[src/rtl/uart_tx_arb.sv]
// Line-granular round-robin arbiter sharing one uart_tx between NUM_REQ byte sources.
// Grant takes 1 cycle from IDLE; owner sees uart_tx_ready directly, losers see req_ready=0.
module uart_tx_arb #(
  parameter int                    NUM_REQ      = 2,
  parameter int                    DATA_WIDTH   = 8,
  parameter logic [DATA_WIDTH-1:0] EOL_CHAR     = 8'h0A,
  parameter int                    LOCK_TIMEOUT = 1024
) (
  input  logic                                          clk,
  input  logic                                          rst,
  input  logic [NUM_REQ-1:0]                            req_valid,
  input  logic [NUM_REQ*DATA_WIDTH-1:0]                 req_data,
  output logic [NUM_REQ-1:0]                            req_ready,
  output logic [DATA_WIDTH-1:0]                         uart_tx_data,
  output logic                                          uart_tx_valid,
  input  logic                                          uart_tx_ready,
  output logic [((NUM_REQ > 1) ? $clog2(NUM_REQ) : 1)-1:0] owner,
  output logic                                          locked,
  output logic                                          timeout_evt
);

  localparam int OW = (NUM_REQ > 1) ? $clog2(NUM_REQ) : 1;
  localparam int CW = $clog2(LOCK_TIMEOUT + 1);
  localparam logic [CW-1:0] CNT_LAST = CW'(LOCK_TIMEOUT - 1);

  typedef enum logic {IDLE, LOCKED} state_t;

  state_t                state;
  logic [OW-1:0]         last_grant;
  logic [OW-1:0]         pick;
  logic [OW-1:0]         idx;
  logic [CW-1:0]         idle_cnt;
  logic [DATA_WIDTH-1:0] lane [NUM_REQ];
  logic [DATA_WIDTH-1:0] own_data;
  logic                  own_valid;
  logic                  xfer;

  always_comb begin
    for (int i = 0; i < NUM_REQ; i++) begin
      lane[i] = req_data[i*DATA_WIDTH +: DATA_WIDTH];
    end
    own_valid = req_valid[owner];
    own_data  = lane[owner];
  end

  // Walk downward so the nearest requester after last_grant is the final (winning) assignment.
  always_comb begin
    pick = last_grant;
    idx  = '0;
    for (int k = NUM_REQ; k >= 1; k--) begin
      idx = OW'((int'(last_grant) + k) % NUM_REQ);
      if (req_valid[idx]) begin
        pick = idx;
      end
    end
  end

  always_comb begin
    req_ready     = '0;
    uart_tx_valid = 1'b0;
    uart_tx_data  = '0;
    if (rst && state == LOCKED) begin
      req_ready[owner] = uart_tx_ready;
      uart_tx_valid    = own_valid;
      uart_tx_data     = own_data;
    end
  end

  assign xfer = uart_tx_valid && uart_tx_ready;

  always_ff @(posedge clk) begin
    if (!rst) begin
      state       <= IDLE;
      locked      <= 1'b0;
      owner       <= '0;
      last_grant  <= OW'(NUM_REQ - 1);
      idle_cnt    <= '0;
      timeout_evt <= 1'b0;
    end else begin
      timeout_evt <= 1'b0;
      case (state)
        IDLE: begin
          if (|req_valid) begin
            owner    <= pick;
            locked   <= 1'b1;
            idle_cnt <= '0;
            state    <= LOCKED;
          end
        end
        LOCKED: begin
          if (xfer) begin
            idle_cnt <= '0;
            if (own_data == EOL_CHAR) begin
              last_grant <= owner;
              locked     <= 1'b0;
              state      <= IDLE;
            end
          end else if (!own_valid) begin
            // Only an absent owner ages the lock; a stalled UART holds the count.
            if (idle_cnt >= CNT_LAST) begin
              last_grant  <= owner;
              locked      <= 1'b0;
              timeout_evt <= 1'b1;
              idle_cnt    <= '0;
              state       <= IDLE;
            end else begin
              idle_cnt <= idle_cnt + 1'b1;
            end
          end
        end
        default: state <= IDLE;
      endcase
    end
  end

endmodule

[config.mk]
export PLATFORM = sky130hd
export DESIGN_NAME = uart_tx_arb
export DESIGN_NICKNAME = d
export VERILOG_FILES = /design/src/rtl/uart_tx_arb.sv
export SDC_FILE = /design/constraint.sdc
export NUM_CORES = 1
export LEC_CHECK = 0
export CORE_MARGIN = 8
export CORE_UTILIZATION = 47
export DETAILED_ROUTE_END_ITERATION = 8
export PLACE_DENSITY = 0.91
export SETUP_SLACK_MARGIN = 0.15
export SLEW_MARGIN = 5
export SYNTH_ARGS = -nofsm -noshare
export SYNTH_HDL_FRONTEND = slang
export SYNTH_SLANG_ARGS = --single-unit
export TNS_END_PERCENT = 20
[constraint.sdc]
create_clock -name clk -period 4.2 [get_ports clk]
set_input_delay 0.63 -clock clk [delete_from_list [all_inputs] [get_ports clk]]
set_output_delay 0.63 -clock clk [all_outputs]
set_load 0.1 [all_outputs]
# --- Word level (Yosys, flattened, before mapping) ---
# Cells that the tools add are included.
op_classes:
  eq_ne: 7
  order_cmp: 6
  reduce_logical: 10
  add_sub_neg: 3
  muxes: 38
  bitwise_logic: 4
op_table:
  columns: ["cell", "count"]
  rows:
  - ["2-to-1 mux 11 bit", 4]
  - ["2-to-1 mux 8 bit", 4]
  - ["2-to-1 mux 1 bit", 25]
  - ["case mux 11 bit (2 select lines)", 1]
  - ["adder 11 x 1 -> 11 bit (second input constant)", 1]
  - [">= comparator 11 x 10 -> 1 bit (second input constant)", 1]
  - ["== test 8 x 4 -> 1 bit (second input constant)", 1]
  - ["AND reduction 4 bit", 2]
  - ["< comparator 1 x 2 -> 1 bit (second input constant)", 3]
  - ["inequality test 3 x 2 -> 1 bit (second input constant)", 2]
  - ["inequality test 2 x 1 -> 1 bit (second input constant)", 2]
  - ["case mux 1 bit (2 select lines)", 2]
  - ["AND reduction 2 bit", 2]
  - ["OR reduction 4 bit", 1]
  - ["logical AND 1 bit", 3]
  - ["inequality test 3 x 1 -> 1 bit (second input constant)", 1]
  - ["adder 1 bit (second input constant)", 2]
  - ["bitwise AND 2 bit", 1]
  - [">= comparator 2 bit (second input constant)", 1]
  - ["2-to-1 mux 2 bit", 1]
  - ["inequality test 2 bit (second input constant)", 1]
  - ["inverter 1 bit", 2]
  - ["inverter 1 -> 2 bit", 1]
  - ["nonzero test 2 bit", 1]
  - ["other kinds (3)", 3]
word_totals:
  wordCells: 74
  register_bits: 16

# --- Logic depth before layout (Yosys ltp) ---
# Gate-level depths: netlist of run 1.
logic_depth:
  depth_word: 8
  ltp_mapped: 7
  ltp_nobuf: 6

# --- Least setup slack after synthesis of run 1 ---
# OpenSTA, ideal clock, no wires.
synth_timing:
  path_type: "flip-flop to output port"
  start: "reg owner"
  end: "out req_ready[0]"
  stages_incl_launch_ff: 4
  required_ps: 3570
  arrival_time_ps: 3424
  slack_ps: 146
  path_buffers: 2
  cell_sequence: "dfxtp_1 -> buf_6 -> clkbuf_1 -> nor3b_1"
synth_via:
  elab_chain_len: 6
  elab_cells_between_ends: 7
  cone_classes: "2 x order compare; 3 x mux; 1 x bitwise; 1 x reduce/logical"
synth_lines:
  columns: ["item", "line_no", "rtl"]
  rows:
  - ["from (decl)", "17", "output logic [((NUM_REQ > 1) ? $clog2(NUM_REQ) : 1)-1:0] owner,"]
  - ["from (signal assigned)", "84", "owner <= pick;"]
  - ["< comparator 1 x 2 -> 1 bit (implied by the code) or >= comparator 1 bit (tied branches)", "63", "req_ready[owner] = uart_tx_ready;"]
  - ["logical AND 1 bit (implied by the code)", "63", null]
  - ["2-to-1 mux 1 bit (implied by the code)", "63", null]
  - ["demux 1 bit (select 1 bit) (*)", "63", null]
  - ["bitwise AND 2 bit (no line) (*)", null, null]
  - ["2-to-1 mux 2 bit (*)", "62", "if (rst && state == LOCKED) begin"]
  - ["to (decl)", "13", "output logic [NUM_REQ-1:0] req_ready,"]
# Mark *: on every way between the ends. The rest lies on a longest branch, timed or not.

# --- Worst setup path after layout of run 1 ---
layout_timing:
  start: "reg owner"
  end: "out owner"
# No word-level cell between the ends.

==> results of run 1 <==
-- placed cells by master (no fill, tap or decap), drive strengths merged, types with 2 or more instances in the layout --
cell type,n
xor2,6
nand3,5
mux2i,9
clkbuf,3
o211ai,2
dfxtp,16
and3,2
nor3,3
o21ai,5
and4,2
or4b,2
nor2,21
nand4,5
clkdlybuf4s50,23
buf,11
a31oi,3
nand2,6
-- registers in the layout (all words and copies together), names as in the netlist --
signal / flops
owner: 1
locked: 1
timeout_evt: 1
last_grant: 1
idle_cnt: 11
state: 1
-- routing by layer --
| metal | up-vias | global-route usage [%] | share of wire [%] |
|---|---|---|---|
| li1 | 470 | - | - |
| met1 | 420 | 14.9 | 40 |
| met2 | 37 | 24.6 | 49 |
| met3 | 3 | 6.47 | 9.9 |
| met4 | 0 | 4.98 | 1.4 |
| met5 | - | 0 | 0 |
-- per-stage QoR --
| stage | setup slack (ps) | hold WS [ps] | std cells |
|---|---|---|---|
| after floorplan | 601 | 422 | 113 |
| after global placement | 1480 | 437 | 167 |
| after detailed placement | 1440 | 442 | 167 |
| after CTS | 1190 | 454 | 170 |
| after global routing | 1130 | 471 | 170 |
| final | 1220 | 448 | 170 |
-- worst max-delay path by stage --
stage / endpoint / cells past startpoint
floorplan: uart_tx_data[0] / 4
global placement: req_ready[0] / 4
detailed placement: req_ready[0] / 4
CTS: owner / 1
global route: owner / 1
finish: owner / 1
-- worst register-to-register path, cell delays in order, from the launching register on --
cell and delay (ps):
dfxtp_1 790, mux2_4 410, a31oi_4 390, nand3_2 120
or3_1 310, a21oi_1 140
-- area by class of cell --
type	instances	share of cell area, %
clock buffers	3	1.74
inverters	1	0.290
multi-input cells	89	46.5
flip-flops and latches	16	24.7
well taps	27	2.61
repair buffers	34	24.1
-- power by group through the flow --
stage	Sequential, uW	Combinational, uW	Clock [uW]
4_1_cts	168	124	82.3
5_1_grt	169	131	89.8
2_1_floorplan	178	80.9	0
6_report	168	123	77.0
3_5_place_dp	171	124	0
3_3_place_gp	171	122	0
-- cell families after synthesis --
family / synth area share, %
flops: 33.2
xor+xnor: 6.36
fa+ha+maj: 1.30
simple gates: 29.1
mux: 10.9
buf+inv: 4.80
compound gates: 14.4
==> impl_metrics.yaml, run 1 <==
run_status:
  status: "finished, final reports clean"
timing:
  fin_skew_ps: 4.42
  fmax_mhz: 335
  hold_viol: 0
  worst_pin_slew_ps: 983
  max-slew-margin-rel_pct: 34.2
  timing.final.crit_share_pct: 71.0
  grt_setup_unrepaired: "false"
  finalMaxSlewViolations: 0
  layout_min_cycle_time_ps: 2980
  setup-violations-final: 0
  setup_tns_ps: 0
synth:
  yosysWarnings: 0
  avgSynthCellArea_um2: 8.54
  synth_area_leader_cell: "dfxtp_1"
  synth-edff-count: 0
  synthesis.nets: 135
  seq_area_frac_synth_pct: 33.2
  synthCells: 113
  yosysTopAreaCellShare_pct: 33.2
  yosysUniqueCellTypes: 39
  synth.top_cells.by_count: "nor2_1, dfxtp_1, mux2i_1, nand2_1, xor2_1"
  ys_top_cells_by_area: "dfxtp_1, mux2i_1, nor2_1"
  synth.ff_latch_count: 16
  synthArstFlopShare_pct: 0
  synth_top_flop_cell: "dfxtp_1"
  syn-cell-area_um2: 965
  yosysMostFrequentCell: "nor2_1"
hold_path:
  holdPathStages: 2
  hold_end: "idle_cnt[10]"
  hp-start: "idle_cnt[10]"
  hold_class: "reg -> reg"
global_routing:
  grt_max_degree: 18
  antenna_found_initial: 0
  grt_pass1_wl_um: 4110
  grt.total_usage_pct: 14.3
  grt_pass1_vias: 973
  grt-ovfl-total: 0
worst_setup_path:
  crit_fanout: 17
  startpoint: "owner"
  path_class: "reg -> out"
  cpMaxStageDelayCell: "clkdlybuf4s50_1"
  rrSetupSlack_ps: 1970
  crit_chain: "clkdlybuf4s50_1"
  critPathRequiredTime_ps: 3570
  startpoint_type: "register"
  reg2reg_to: "idle_cnt[5]"
  cp_num_buf_inv: 1
  critPathCaptureType: "output port"
  r2r_cells: 5
  critPathMaxStageDelay_ps: 1280
  r2r-start: "owner"
  critPathTopFamily: "buffers and inverters"
  worstPathArrival_ps: 2350
power:
  p_clk_share_pct: 20.9
  irDropWorstVdd_mv: 0.170
  pwr-share-comb_pct: 33.5
  power_uw: 368
  p_seq_share_pct: 45.6
  intPower_uw: 234
  p_sw_share_pct: 36.5
  power.density_nw_per_um2: 284
  switchingPower_uw: 134
  p_leak_uw: 0.000505
floorplanning:
  rows: 16
  die_h_um: 61.3
  start_util_pct: 49.7
  core-area_um2: 1940
  die_w_um: 61.3
  dieArea_um2: 3760
  io_pins: 35
final_layout:
  layout-drive-gt1-share_pct: 12.6
  diodes: 0
  fill_cells: 169
  multi_input_comb_area_um2: 603
  seq_area_um2: 320
  area_growth_pct: 34.4
  utilization_pct: 66.8
  nets: 167
  fin_area_um2: 1300
detailed_routing:
  ant_nets: 0
  wl_per_cell_um: 14.2
  vias_per_cell: 5.47
  routed_wirelength_um: 2410
  drtIter0Drc: 22
  route.detailed.drc: 0
  num_vias: 930
  dr.pass1.iters: 4
flow_run:
  max-cap-violations: 0
clocking:
  cts_sinks: 16
  cts_root_buffer: "clkbuf_4"
  cts_inserted_buffers: 3
  cts_resized: 0
  cts-htree-levels: 1
  clk_path_buf_depth: 2
  cts_setup_buffers: 0
  cts_hold_buf: 0
  insertion_delay_ps: 280
  clk_pin_slew_ps: 80
  cts_tree: "built"
place:
  place_congestion: 0.888
  hpwl_um: 1970
  port_buffers: 34
  placed_cell_area_um2: 1270
Power figures use the tool's default switching activity.
==> run 2: changes to the inputs <==
--- a/config.mk
+++ b/config.mk
@@ -6,9 +6,9 @@
 export NUM_CORES = 1
 export LEC_CHECK = 0
 export CORE_MARGIN = 8
-export CORE_UTILIZATION = 47
+export CORE_UTILIZATION = 43
 export DETAILED_ROUTE_END_ITERATION = 8
-export PLACE_DENSITY = 0.91
+export PLACE_DENSITY = 0.85
 export SETUP_SLACK_MARGIN = 0.15
 export SLEW_MARGIN = 5
 export SYNTH_ARGS = -nofsm -noshare
==> constraint.sdc (replaced) <==
create_clock -name clk -period 3.01 [get_ports clk]
set_input_delay 0.4515 -clock clk [delete_from_list [all_inputs] [get_ports clk]]
set_output_delay 0.4515 -clock clk [all_outputs]
set_load 0.1 [all_outputs]
==> run 2 against run 1 <==
Clock power rose by 43%. Critical path type is now in -> out. Sequential cell count did not move. Utilization barely moved.
==> impl_metrics.yaml, run 2 (synthesis results as in run 1) <==
run_status:
  status: "finished, final reports clean"
place:
  preCtsSetupSlack_ps: 470
  hpwl_um: 2110
  placed_cell_area_um2: 1430
  port_buffers: 34
  place_congestion: 0.791
final_layout:
  most-common-layout-cells: "clkdlybuf4s50_1, dfxtp_1, nor2_1, buf_12, mux2i_1"
  multi_input_comb_area_um2: 628
  layout-drive-gt1-share_pct: 20.8
  fin_area_um2: 1450
  final_common_cell: "clkdlybuf4s50_1"
  nets: 168
  diodes: 0
  largest_reg_flops: 11
  fill_cells: 195
  area_growth_pct: 50.1
  seq_area_um2: 320
  regMostFlops: "idle_cnt"
floorplanning:
  die_h_um: 63.4
  die_w_um: 63.4
  core-area_um2: 2170
  dieArea_um2: 4020
  rows: 17
  start_util_pct: 44.5
  io_pins: 35
global_routing:
  grt_max_degree: 18
  grt-ovfl-total: 0
  grt.total_usage_pct: 13.0
  grt_pass1_wl_um: 4320
  antenna_found_initial: 0
  grt_pass1_vias: 995
detailed_routing:
  route.detailed.drc: 0
  drtIter0Drc: 35
  vias_per_cell: 5.48
  num_vias: 942
  ant_nets: 0
  routed_wirelength_um: 2540
  wl_per_cell_um: 14.7
  dr.pass1.iters: 4
clocking:
  cts_sinks: 16
  cts_tree: "built"
  cts-htree-levels: 1
  cts_inserted_buffers: 3
  cts_resized: 0
  cts_setup_buffers: 0
  clk_pin_slew_ps: 90
  cts_hold_buf: 0
  insertion_delay_ps: 280
  clk_path_buf_depth: 2
  cts_root_buffer: "clkbuf_4"
worst_setup_path:
  crit_chain: "clkdlybuf4s50_1 > nand2_1 > nor3b_2 > buf_12"
  startpoint_type: "input port"
  critPathRequiredTime_ps: 2560
  critPathMaxStageDelay_ps: 630
  r2r-start: "owner"
  critPathCaptureType: "output port"
  crit_fanout: 11
  r2r_cells: 6
  rrSetupSlack_ps: 1040
  reg2reg_to: "idle_cnt[5]"
  path_class: "in -> out"
  startpoint: "rst"
  worstSetupEndpoint: "req_ready[0]"
  cpMaxStageDelayCell: "clkdlybuf4s50_1"
  worstPathArrival_ps: 2070
timing:
  fin_skew_ps: 4.28
  hold_viol: 0
  setup_tns_ps: 0
  holdWs_ps: 454
  layout_min_cycle_time_ps: 2520
  worst_pin_slew_ps: 567
  finalMaxSlewViolations: 0
  max-slew-margin-rel_pct: 62.1
  timing.final.crit_share_pct: 83.9
  fmax_mhz: 396
  setup-violations-final: 0
  grt_setup_unrepaired: "false"
  setup_slack_ps: 486
power:
  power.density_nw_per_um2: 374
  p_leak_uw: 0.000546
  irDropWorstVdd_mv: 0.222
hold_path:
  hold_class: "reg -> reg"
flow_run:
  max-cap-violations: 0
run 2: changes by cell type in the layout (fill, tap and decap cells not counted), sizes merged:
cell           before  now
clkdlybuf4s50      23   20
buf                11   15
run 2: how the worst min path moves through the flow:
stage	start	slack, ps	cells past startpoint	endpoint
floorplan	idle_cnt[10]	420	2	idle_cnt[10]
global placement	idle_cnt[10]	440	2	idle_cnt[10]
detailed placement	idle_cnt[10]	450	2	idle_cnt[10]
CTS	idle_cnt[10]	460	2	idle_cnt[10]
global route	idle_cnt[10]	500	2	idle_cnt[10]
finish	idle_cnt[10]	450	2	idle_cnt[10]
run 2: final cells by class:
cell class	count	area share (%)
multi-input combinational	89	43.4
timing repair buffer	35	30.3
sequential	16	22.1
tap	28	2.42
clock buffer	3	1.56
inverter	1	0.259
run 2: power by group:
| part | internal [uW] | leakage (uW) | total (uW) | switching, uW |
|---|---|---|---|---|
| clock network | 46.4 | 0.0000138 | 110 | 63.4 |
| registers | 219 | 0.000130 | 230 | 10.5 |
| logic | 78.4 | 0.000402 | 202 | 124 |
run 2: worst max-delay path, delay by kind of cell:
family / cells / cell delay, ps
buffers and inverters: 2 / 840
AND/OR/NAND/NOR: 2 / 770
run 2: routing by layer:
metal,share of wire (%),up-vias,GRT usage (%)
met5,0,-,0
met3,11,5,7.24
met1,39,424,12.9
met4,1.7,0,5.85
li1,-,479,-
met2,48,34,21.7
run 2: stage by stage:
stage	util [%]	instances	power (uW)
6_report	66.7	172	542
5_1_grt	66.7	172	565
4_1_cts	66.7	172	545
3_5_place_dp	65.7	169	438
3_3_place_gp	65.7	169	435
2_1_floorplan	-	113	367
==> run 3: changes to the inputs <==
--- a/config.mk
+++ b/config.mk
@@ -6,9 +6,9 @@
 export NUM_CORES = 1
 export LEC_CHECK = 0
 export CORE_MARGIN = 8
-export CORE_UTILIZATION = 43
+export CORE_UTILIZATION = 39
 export DETAILED_ROUTE_END_ITERATION = 8
-export PLACE_DENSITY = 0.85
+export PLACE_DENSITY = 0.81
 export SETUP_SLACK_MARGIN = 0.15
 export SLEW_MARGIN = 5
 export SYNTH_ARGS = -nofsm -noshare
==> constraint.sdc (replaced) <==
create_clock -name clk -period 2.1 [get_ports clk]
set_input_delay 0.315 -clock clk [delete_from_list [all_inputs] [get_ports clk]]
set_output_delay 0.315 -clock clk [all_outputs]
set_load 0.1 [all_outputs]
==> run 3 against run 2 <==
Power grew 57%. Clock skew shrank 1.6 ps. Via count grew 0.64%. Largest cell class unchanged.
==> impl_metrics.yaml, run 3 (synthesis results as in run 1) <==
clocking:
  cts_root_buffer: "clkbuf_4"
  clk_pin_slew_ps: 100
  cts_tree: "built"
  cts_resized: 1
  cts_sinks: 16
  insertion_delay_ps: 290
  cts_inserted_buffers: 3
  clk_path_buf_depth: 2
  cts_setup_buffers: 0
  cts-htree-levels: 1
  cts_hold_buf: 0
final_layout:
  most-common-layout-cells: "clkdlybuf4s50_1, dfxtp_1, nor2_1, buf_12, mux2i_1"
  area_growth_pct: 61.7
  fill_cells: 194
  fin_area_um2: 1560
  final_common_cell: "clkdlybuf4s50_1"
  nets: 172
  regMostFlops: "idle_cnt"
  largest_reg_flops: 11
  layout-drive-gt1-share_pct: 26.2
  multi_input_comb_area_um2: 673
  seq_area_um2: 325
  diodes: 0
  utilization_pct: 64.7
power:
  pwr-share-comb_pct: 35.8
  p_clk_share_pct: 24.5
  p_leak_uw: 0.000584
  p_sw_share_pct: 35.9
  power.density_nw_per_um2: 545
  irDropWorstVdd_mv: 0.394
  intPower_uw: 545
  p_seq_share_pct: 39.7
  switchingPower_uw: 306
worst_setup_path:
  critPathCaptureType: "output port"
  worstPathArrival_ps: 1560
  path_class: "in -> out"
  r2r_cells: 6
  startpoint_type: "input port"
  rrSetupSlack_ps: 280
  critPathRequiredTime_ps: 1780
  crit_fanout: 8
detailed_routing:
  wl_per_cell_um: 15.1
  vias_per_cell: 5.30
  num_vias: 948
  route.detailed.drc: 0
  ant_nets: 0
  routed_wirelength_um: 2700
  dr.pass1.iters: 4
  drtIter0Drc: 47
timing:
  hold_viol: 0
  setup-violations-final: 0
  finalMaxSlewViolations: 0
  grt_setup_unrepaired: "false"
  fin_skew_ps: 2.66
  layout_min_cycle_time_ps: 1870
  fmax_mhz: 534
  max-slew-margin-rel_pct: 71.3
  timing.final.crit_share_pct: 89.1
  worst_pin_slew_ps: 427
  setup_slack_ps: 228
place:
  port_buffers: 34
  preCtsSetupSlack_ps: 57.9
  hpwl_um: 2270
  place_congestion: 0.770
  placed_cell_area_um2: 1520
floorplanning:
  dieArea_um2: 4320
  core-area_um2: 2410
  die_h_um: 65.7
  die_w_um: 65.7
  io_pins: 35
  start_util_pct: 40.0
  rows: 18
global_routing:
  antenna_found_initial: 0
  grt-ovfl-total: 0
  grt.total_usage_pct: 13.5
  grt_pass1_wl_um: 4660
  grt_max_degree: 18
  grt_pass1_vias: 1060
hold_path:
  hold_class: "reg -> reg"
  holdPathStages: 2
run_status:
  status: "finished, final reports clean"
flow_run:
  max-cap-violations: 0
[run 3: changes by cell type in the layout (fill, tap and decap cells not counted), sizes merged]
cell    change
buf         +4
clkbuf      +1
[run 3: final timing paths]
kind,startpoint,to
setup / recovery,rst,uart_tx_data[7]
hold / removal,idle_cnt[10],idle_cnt[10]
setup reg to reg,idle_cnt[0],idle_cnt[1]
hold reg to reg,idle_cnt[10],idle_cnt[10]
[run 3: critical path, cell delays in order]
cell             delay, ps
clkdlybuf4s50_1        530
nand2_1                150
buf_6                  200
nor2_2                 160
buf_12                 190
[run 3: cell type report]
class,instances,area share (%)
flip-flops and latches,16,20.8
multi-input cells,89,43.1
well taps,30,2.41
clock buffers,4,2.33
inverters,1,0.241
repair buffers,39,31.0
[run 3: power by group through the flow]
| stage | clock [uW] | combinational, uW | sequential (uW) |
|---|---|---|---|
| 6_report | 208 | 305 | 337 |
| 5_1_grt | 235 | 320 | 340 |
| 4_1_cts | 217 | 306 | 337 |
| 3_5_place_dp | 0 | 305 | 344 |
| 3_3_place_gp | 0 | 299 | 343 |
| 2_1_floorplan | 0 | 182 | 357 |
[run 3: through the flow]
step | TNS [ps] | total power (uW) | hold WS, ps | instances
floorplan | -74.6 | 539 | 422 | 113
global placement | 0 | 642 | 445 | 175
detailed placement | 0 | 649 | 467 | 175
CTS | 0 | 860 | 484 | 179
global route | 0 | 895 | 503 | 179
finish | 0 | 851 | 472 | 179
[run 3: metal layers]
metal  up-vias  global-route usage [%]  share of wire, %  wire, um
li1        484                       -                 -         -
met1       431                    13.5                37      1010
met2        31                    23.9                53      1430
met3         2                    5.95               9.0       242
met4         0                    5.72              0.85        23
met5         -                       0                 0         0
